<file path="config.mk">
export PLATFORM = sky130hd
export DESIGN_NAME = multicycle_main_ctl
export DESIGN_NICKNAME = d
export VERILOG_FILES = /design/src/rtl/multicycle_main_ctl.sv
export SDC_FILE = /design/constraint.sdc
export NUM_CORES = 1
export LEC_CHECK = 0
export BUFFER_PORTS_ARGS = -buffer_cell sky130_fd_sc_hd__buf_2
export CAP_MARGIN = 0
export CELL_PAD_IN_SITES_DETAIL_PLACEMENT = 0
export CELL_PAD_IN_SITES_GLOBAL_PLACEMENT = 2
export CORE_MARGIN = 1
export CORE_UTILIZATION = 27
export DETAILED_ROUTE_END_ITERATION = 12
export PLACE_DENSITY_LB_ADDON = 0.1
export SLEW_MARGIN = 20
export SYNTH_ARGS = -nofsm -noshare
export SYNTH_HDL_FRONTEND = slang
export SYNTH_SLANG_ARGS = --single-unit
export TNS_END_PERCENT = 5
</file>
<file path="constraint.sdc">
create_clock -name i_clk -period 1.9 [get_ports i_clk]
set_clock_uncertainty 0.1 [all_clocks]
set_input_delay 0 -clock i_clk [delete_from_list [all_inputs] [get_ports i_clk]]
set_output_delay 0 -clock i_clk [all_outputs]
set_load 0.02 [all_outputs]
</file>
<file path="src/rtl/multicycle_main_ctl.sv">
// rtl/multicycle_main_ctl.sv - main control FSM for the multicycle RV32I core
//
// Sequences the shared ALU, register file, IR/PC and the unified memory port
// through FETCH / DECODE / EXECUTE / WRITEBACK for lw, sw, R-type, I-type,
// jal and beq, and counts retired instructions.
//
// Ports:
//   i_clk          clock, rising edge
//   i_rst          asynchronous active-high reset
//   i_op           opcode from the instruction register
//   i_zero         ALU zero flag (beq decision)
//   i_mem_ready    memory completes the current access this cycle
//   o_pc_write     PC register enable
//   o_adr_src      memory address select: 0 PC, 1 Result
//   o_mem_write    memory write strobe
//   o_ir_write     IR / OldPC enable
//   o_result_src   00 ALUOut, 01 ReadData, 10 ALUResult
//   o_alu_src_a    00 PC, 01 OldPC, 10 RD1
//   o_alu_src_b    00 RD2, 01 ImmExt, 10 constant 4
//   o_alu_op       00 add, 01 sub, 10 decode funct
//   o_reg_write    register-file write enable
//   o_illegal      illegal opcode indication
//   o_state        current state encoding (debug)
//   o_retired      completed-instruction counter

module multicycle_main_ctl #(
  parameter int CNT_W           = 32,
  parameter int TRAP_ON_ILLEGAL = 1
) (
  input  logic             i_clk,
  input  logic             i_rst,
  input  logic [6:0]       i_op,
  input  logic             i_zero,
  input  logic             i_mem_ready,
  output logic             o_pc_write,
  output logic             o_adr_src,
  output logic             o_mem_write,
  output logic             o_ir_write,
  output logic [1:0]       o_result_src,
  output logic [1:0]       o_alu_src_a,
  output logic [1:0]       o_alu_src_b,
  output logic [1:0]       o_alu_op,
  output logic             o_reg_write,
  output logic             o_illegal,
  output logic [3:0]       o_state,
  output logic [CNT_W-1:0] o_retired
);

  typedef enum logic [3:0] {
    S_FETCH    = 4'd0,
    S_DECODE   = 4'd1,
    S_MEMADR   = 4'd2,
    S_MEMREAD  = 4'd3,
    S_MEMWB    = 4'd4,
    S_MEMWRITE = 4'd5,
    S_EXECUTER = 4'd6,
    S_ALUWB    = 4'd7,
    S_EXECUTEI = 4'd8,
    S_JAL      = 4'd9,
    S_BEQ      = 4'd10,
    S_TRAP     = 4'd11
  } state_t;

  localparam logic [6:0] OP_LW   = 7'b0000011;
  localparam logic [6:0] OP_SW   = 7'b0100011;
  localparam logic [6:0] OP_R    = 7'b0110011;
  localparam logic [6:0] OP_I    = 7'b0010011;
  localparam logic [6:0] OP_JAL  = 7'b1101111;
  localparam logic [6:0] OP_BEQ  = 7'b1100011;

  state_t state;
  logic   legal_op;

  assign legal_op = (i_op == OP_LW) || (i_op == OP_SW) || (i_op == OP_R) ||
                    (i_op == OP_I)  || (i_op == OP_JAL) || (i_op == OP_BEQ);

  assign o_state = state;

  // State transitions and the retire counter share one register block so
  // that "leaving a retiring state" is evaluated on the same edge as the move.
  always_ff @(posedge i_clk or posedge i_rst) begin
    if (i_rst) begin
      state     <= S_FETCH;
      o_retired <= '0;
    end else begin
      case (state)
        S_FETCH:    if (i_mem_ready) state <= S_DECODE;
        S_DECODE: begin
          case (i_op)
            OP_LW, OP_SW: state <= S_MEMADR;
            OP_R:         state <= S_EXECUTER;
            OP_I:         state <= S_EXECUTEI;
            OP_JAL:       state <= S_JAL;
            OP_BEQ:       state <= S_BEQ;
            default:      state <= (TRAP_ON_ILLEGAL != 0) ? S_TRAP : S_FETCH;
          endcase
        end
        S_MEMADR:   state <= (i_op == OP_LW) ? S_MEMREAD : S_MEMWRITE;
        S_MEMREAD:  if (i_mem_ready) state <= S_MEMWB;
        S_MEMWB: begin
          state     <= S_FETCH;
          o_retired <= o_retired + CNT_W'(1);
        end
        S_MEMWRITE: begin
          if (i_mem_ready) begin
            state     <= S_FETCH;
            o_retired <= o_retired + CNT_W'(1);
          end
        end
        S_EXECUTER: state <= S_ALUWB;
        S_EXECUTEI: state <= S_ALUWB;
        S_ALUWB: begin
          state     <= S_FETCH;
          o_retired <= o_retired + CNT_W'(1);
        end
        S_JAL:      state <= S_ALUWB;
        S_BEQ: begin
          state     <= S_FETCH;
          o_retired <= o_retired + CNT_W'(1);
        end
        S_TRAP:     state <= S_TRAP;
        default:    state <= S_FETCH;
      endcase
    end
  end

  // Outputs follow the state directly; FETCH and BEQ gate their enables with
  // the live handshake/flag so the PC is written exactly once per access.
  always_comb begin
    o_pc_write   = 1'b0;
    o_adr_src    = 1'b0;
    o_mem_write  = 1'b0;
    o_ir_write   = 1'b0;
    o_result_src = 2'b00;
    o_alu_src_a  = 2'b00;
    o_alu_src_b  = 2'b00;
    o_alu_op     = 2'b00;
    o_reg_write  = 1'b0;
    o_illegal    = 1'b0;
    case (state)
      S_FETCH: begin
        o_alu_src_b  = 2'b10;
        o_result_src = 2'b10;
        o_ir_write   = i_mem_ready;
        o_pc_write   = i_mem_ready;
      end
      S_DECODE: begin
        o_alu_src_a = 2'b01;
        o_alu_src_b = 2'b01;
        o_illegal   = (TRAP_ON_ILLEGAL == 0) && !legal_op;
      end
      S_MEMADR: begin
        o_alu_src_a = 2'b10;
        o_alu_src_b = 2'b01;
      end
      S_MEMREAD: begin
        o_adr_src = 1'b1;
      end
      S_MEMWB: begin
        o_result_src = 2'b01;
        o_reg_write  = 1'b1;
      end
      S_MEMWRITE: begin
        o_adr_src   = 1'b1;
        o_mem_write = 1'b1;
      end
      S_EXECUTER: begin
        o_alu_src_a = 2'b10;
        o_alu_op    = 2'b10;
      end
      S_EXECUTEI: begin
        o_alu_src_a = 2'b10;
        o_alu_src_b = 2'b01;
        o_alu_op    = 2'b10;
      end
      S_ALUWB: begin
        o_reg_write = 1'b1;
      end
      S_JAL: begin
        o_alu_src_a = 2'b01;
        o_alu_src_b = 2'b10;
        o_pc_write  = 1'b1;
      end
      S_BEQ: begin
        o_alu_src_a = 2'b10;
        o_alu_op    = 2'b01;
        o_pc_write  = i_zero;
      end
      S_TRAP: begin
        o_illegal = 1'b1;
      end
      default: ;
    endcase
    // No architectural write may slip out while reset is held.
    if (i_rst) begin
      o_pc_write  = 1'b0;
      o_mem_write = 1'b0;
      o_ir_write  = 1'b0;
      o_reg_write = 1'b0;
    end
  end

endmodule

</file>
==> flow_summary.yaml <==
worst_setup_path:
  worst-path-max-fanout: 7
  r2r-end: "o_retired[18]$_DFFE_PP0P_"
  cp.required_ns: 1.97
  reg2reg_depth: 5
  endpoint: "o_retired[18]$_DFFE_PP0P_"
  r2r_setup_slack_ns: 0.03
  arrival_ns: 1.94
  setup.worst_path.start: "o_state[3]$_DFFE_PP0P_"
  reg2reg_from: "o_state[3]$_DFFE_PP0P_"
  path_class: "reg -> reg"
  worst_setup_path_end_kind: "flop"
  start_kind: "flop"
synth:
  synthMostInstantiatedCell: "dfrtp_1"
  avgSynthCellArea_um2: 9.356
  synthCells: 222
  synth_area_leader_cell: "dfrtp_1"
  ys_seq_area_frac: 0.4337
  synth_cell_type_count: 45
  synth_fp_nets: 234
  synth_ff_type: "dfrtp_1"
  ys_top_cells_by_count: "36 x dfrtp_1, 29 x nor2_1, 22 x nand2_1"
  netlist_top_cells_area: "dfrtp_1 43%, xor2_1 8.4%, nor2_1 5.2%"
  yosys_register_bits: 36
  syn_area_mm2: 0.002077
  synth_warnings: 0
  synth_edf_count: 0
  synth_top_area_share: 0.4337
  async_reset_ff_frac: 1.000
die:
  io_pins: 61
  rows: 31
  die_area_mm2: 0.008047
  start_util: 0.2833
  fp.coreArea_mm2: 0.007331
  die_h_um: 89.71
  fp.dieW_um: 89.71
place:
  io_buffers: 60
  place.gp.congestion: 0.7313
  dp_hpwl_mm: 4.107
  place_inst: 400
  placed_area_mm2: 0.002670
route:
  drt_iter0_markers: 58
  drcViolationCount: 0
  via_per_inst: 4.618
  firstDrtPassIters: 4
  wl_per_cell_um: 13.30
  routed_wl_mm: 5.467
  postRouteAntennaNets: 0
  vias: 1898
clock_tree:
  cts_root_buf: "clkbuf_8"
  h-tree-depth: 2
  cts_buffers: 5
  clk_path_buf_depth: 2
  clock_sinks: 36
  cts_tree: "built"
  clkTransAtPathRegs_ns: 0.07
  clock_latency_ns: 0.28
power:
  clockPowerShare: 0.187
  powerDensity_mw_per_mm2: 1124
  power_leakage_nw: 1.449
  peakVddDrop_mv: 0.3467
  seqPwrFrac: 0.301
  p_int_mw: 1.842
  power.total_mw: 3.205
  swShare: 0.4251
  power_switching_mw: 1.362
  combPwrFrac: 0.512
cells_and_area:
  finalNetCount: 323
  final_cells: 411
  area_growth_pct: 37.23
  drive_above_1_share: 0.3814
  multi_input_area_mm2: 0.001156
  fillers: 773
  insertedDiodeCount: 0
  seqCellArea_um2: 905.9
  final_cell_area_mm2: 0.002850
outcome:
  status: "finished clean"
sta:
  fmax_ghz: 0.5340
  period_share: 0.9857
  slew_viol_final: 0
  tightest_slew_ns: 0.6105
  relSlewSlack: 0.5878
  min_period_ns: 1.873
  finalSetupViolCount: 0
  report.final.hold_viol_count: 0
  rsz0062_at_grt: "yes"
global_routing:
  antenna_found_initial: 0
  grt.total_usage: 0.1405
  grt_pass1_wl_mm: 9.177
  grt_max_degree: 37
  overflow: 0
  grt_pass1_vias: 1881
hold_path:
  min_path_type: "in -> reg"
flow_run:
  cap_violations: 0
[sequential cells by signal, indices dropped and copies added (netlist names)]
signal,cells
o_retired,32
o_state,4
[power groups by stage]
stage               Sequential (mW)  Clock (mW)  Combinational, mW
finish                        0.964       0.600               1.64
detailed placement            0.977           0               1.62
global placement              0.974           0               1.64
global route                  0.986       0.658               1.78
floorplan                      1.11           0              0.915
CTS                           0.965       0.623               1.64
[repair_timing]
action | 4_1_cts | 5_1_grt
hold buffers | 2 | 0
gates resized for setup | 2 | 11
endpoints found under the hold margin | 37 | 0
setup buffers | 0 | 1
pin swaps | 1 | 7
endpoints found under the setup margin | 2 | 16
cloned | 0 | 0
[area by class of cell]
type                       instances  area share
clock buffer                       8     0.03512
inverter                           9     0.01185
multi-input combinational        169      0.4056
sequential                        36      0.3178
tap                               99     0.04346
timing repair buffer              90      0.1861
[stage by stage]
stage / TNS, ns / utilization / setup slack [ns] / hold WS [ns]
2_1_floorplan: -0.6084 / - / -0.1054 / -0.02033
3_3_place_gp: 0 / 0.3642 / 0.03208 / 0.1127
3_5_place_dp: -0.01002 / 0.3642 / -0.01002 / 0.1051
4_1_cts: 0 / 0.3811 / 0.01107 / 0.007377
5_1_grt: -0.2259 / 0.3888 / -0.03537 / 0.02872
6_report: 0 / 0.3888 / 0.02725 / 0.008484
[per-layer routing]
metal | global-route usage | routed length, um | vias to the layer above
li1 | - | - | 960
met1 | 0.1915 | 2723 | 903
met2 | 0.2269 | 2491 | 33
met3 | 0.03299 | 227 | 2
met4 | 0.02869 | 24 | 0
met5 | 0 | 0 | -
[cells by family after synthesis]
logic type / after synthesis / synth area share
multiplexers: 1 / 0.005421
flip-flops: 36 / 0.4337
buffers and inverters: 17 / 0.03855
XOR/XNOR: 32 / 0.1349
AND/OR/NAND/NOR: 109 / 0.2964
AO/OA/AOI/OAI: 26 / 0.08494
adder cells (fa/ha/maj): 1 / 0.006023
[placed cells by master (no fill, tap or decap), types with 3 or more instances in the layout]
cell	instances
a21oi_1	8
buf_4	28
dfrtp_2	4
nand2b_1	5
nor2b_1	4
nor3_2	3
buf_2	60
nor3_1	5
nand2_1	22
clkbuf_8	7
xnor2_1	12
inv_1	8
nand4_1	9
nor2_1	27
nand3_1	9
and3_1	4
xor2_1	20
dfrtp_1	32
[worst min path at each step]
| stage | startpoint | to | slack (ns) | depth (start not counted) |
|---|---|---|---|---|
| finish | i_op[6] | o_state[3]$_DFFE_PP0P_ | 0.008 | 3 |
| global route | i_op[6] | o_state[3]$_DFFE_PP0P_ | 0.03 | 3 |
| CTS | i_op[6] | o_state[3]$_DFFE_PP0P_ | 0.007 | 3 |
| detailed placement | i_rst | o_state[1]$_DFFE_PP0P_ | 0.11 | 3 |
| global placement | i_rst | o_retired[2]$_DFFE_PP0P_ | 0.11 | 3 |
| floorplan | i_rst | o_pc_write | -0.02 | 1 |
[worst max-delay path, cell delays in order (launching register included)]
cell	delay (ns)
dfrtp_2	0.45
and4bb_1	0.23
a311o_2	0.44
and3_4	0.21
and4_1	0.20
xor2_1	0.13
Note: power is estimated with default switching activity, not from simulation.
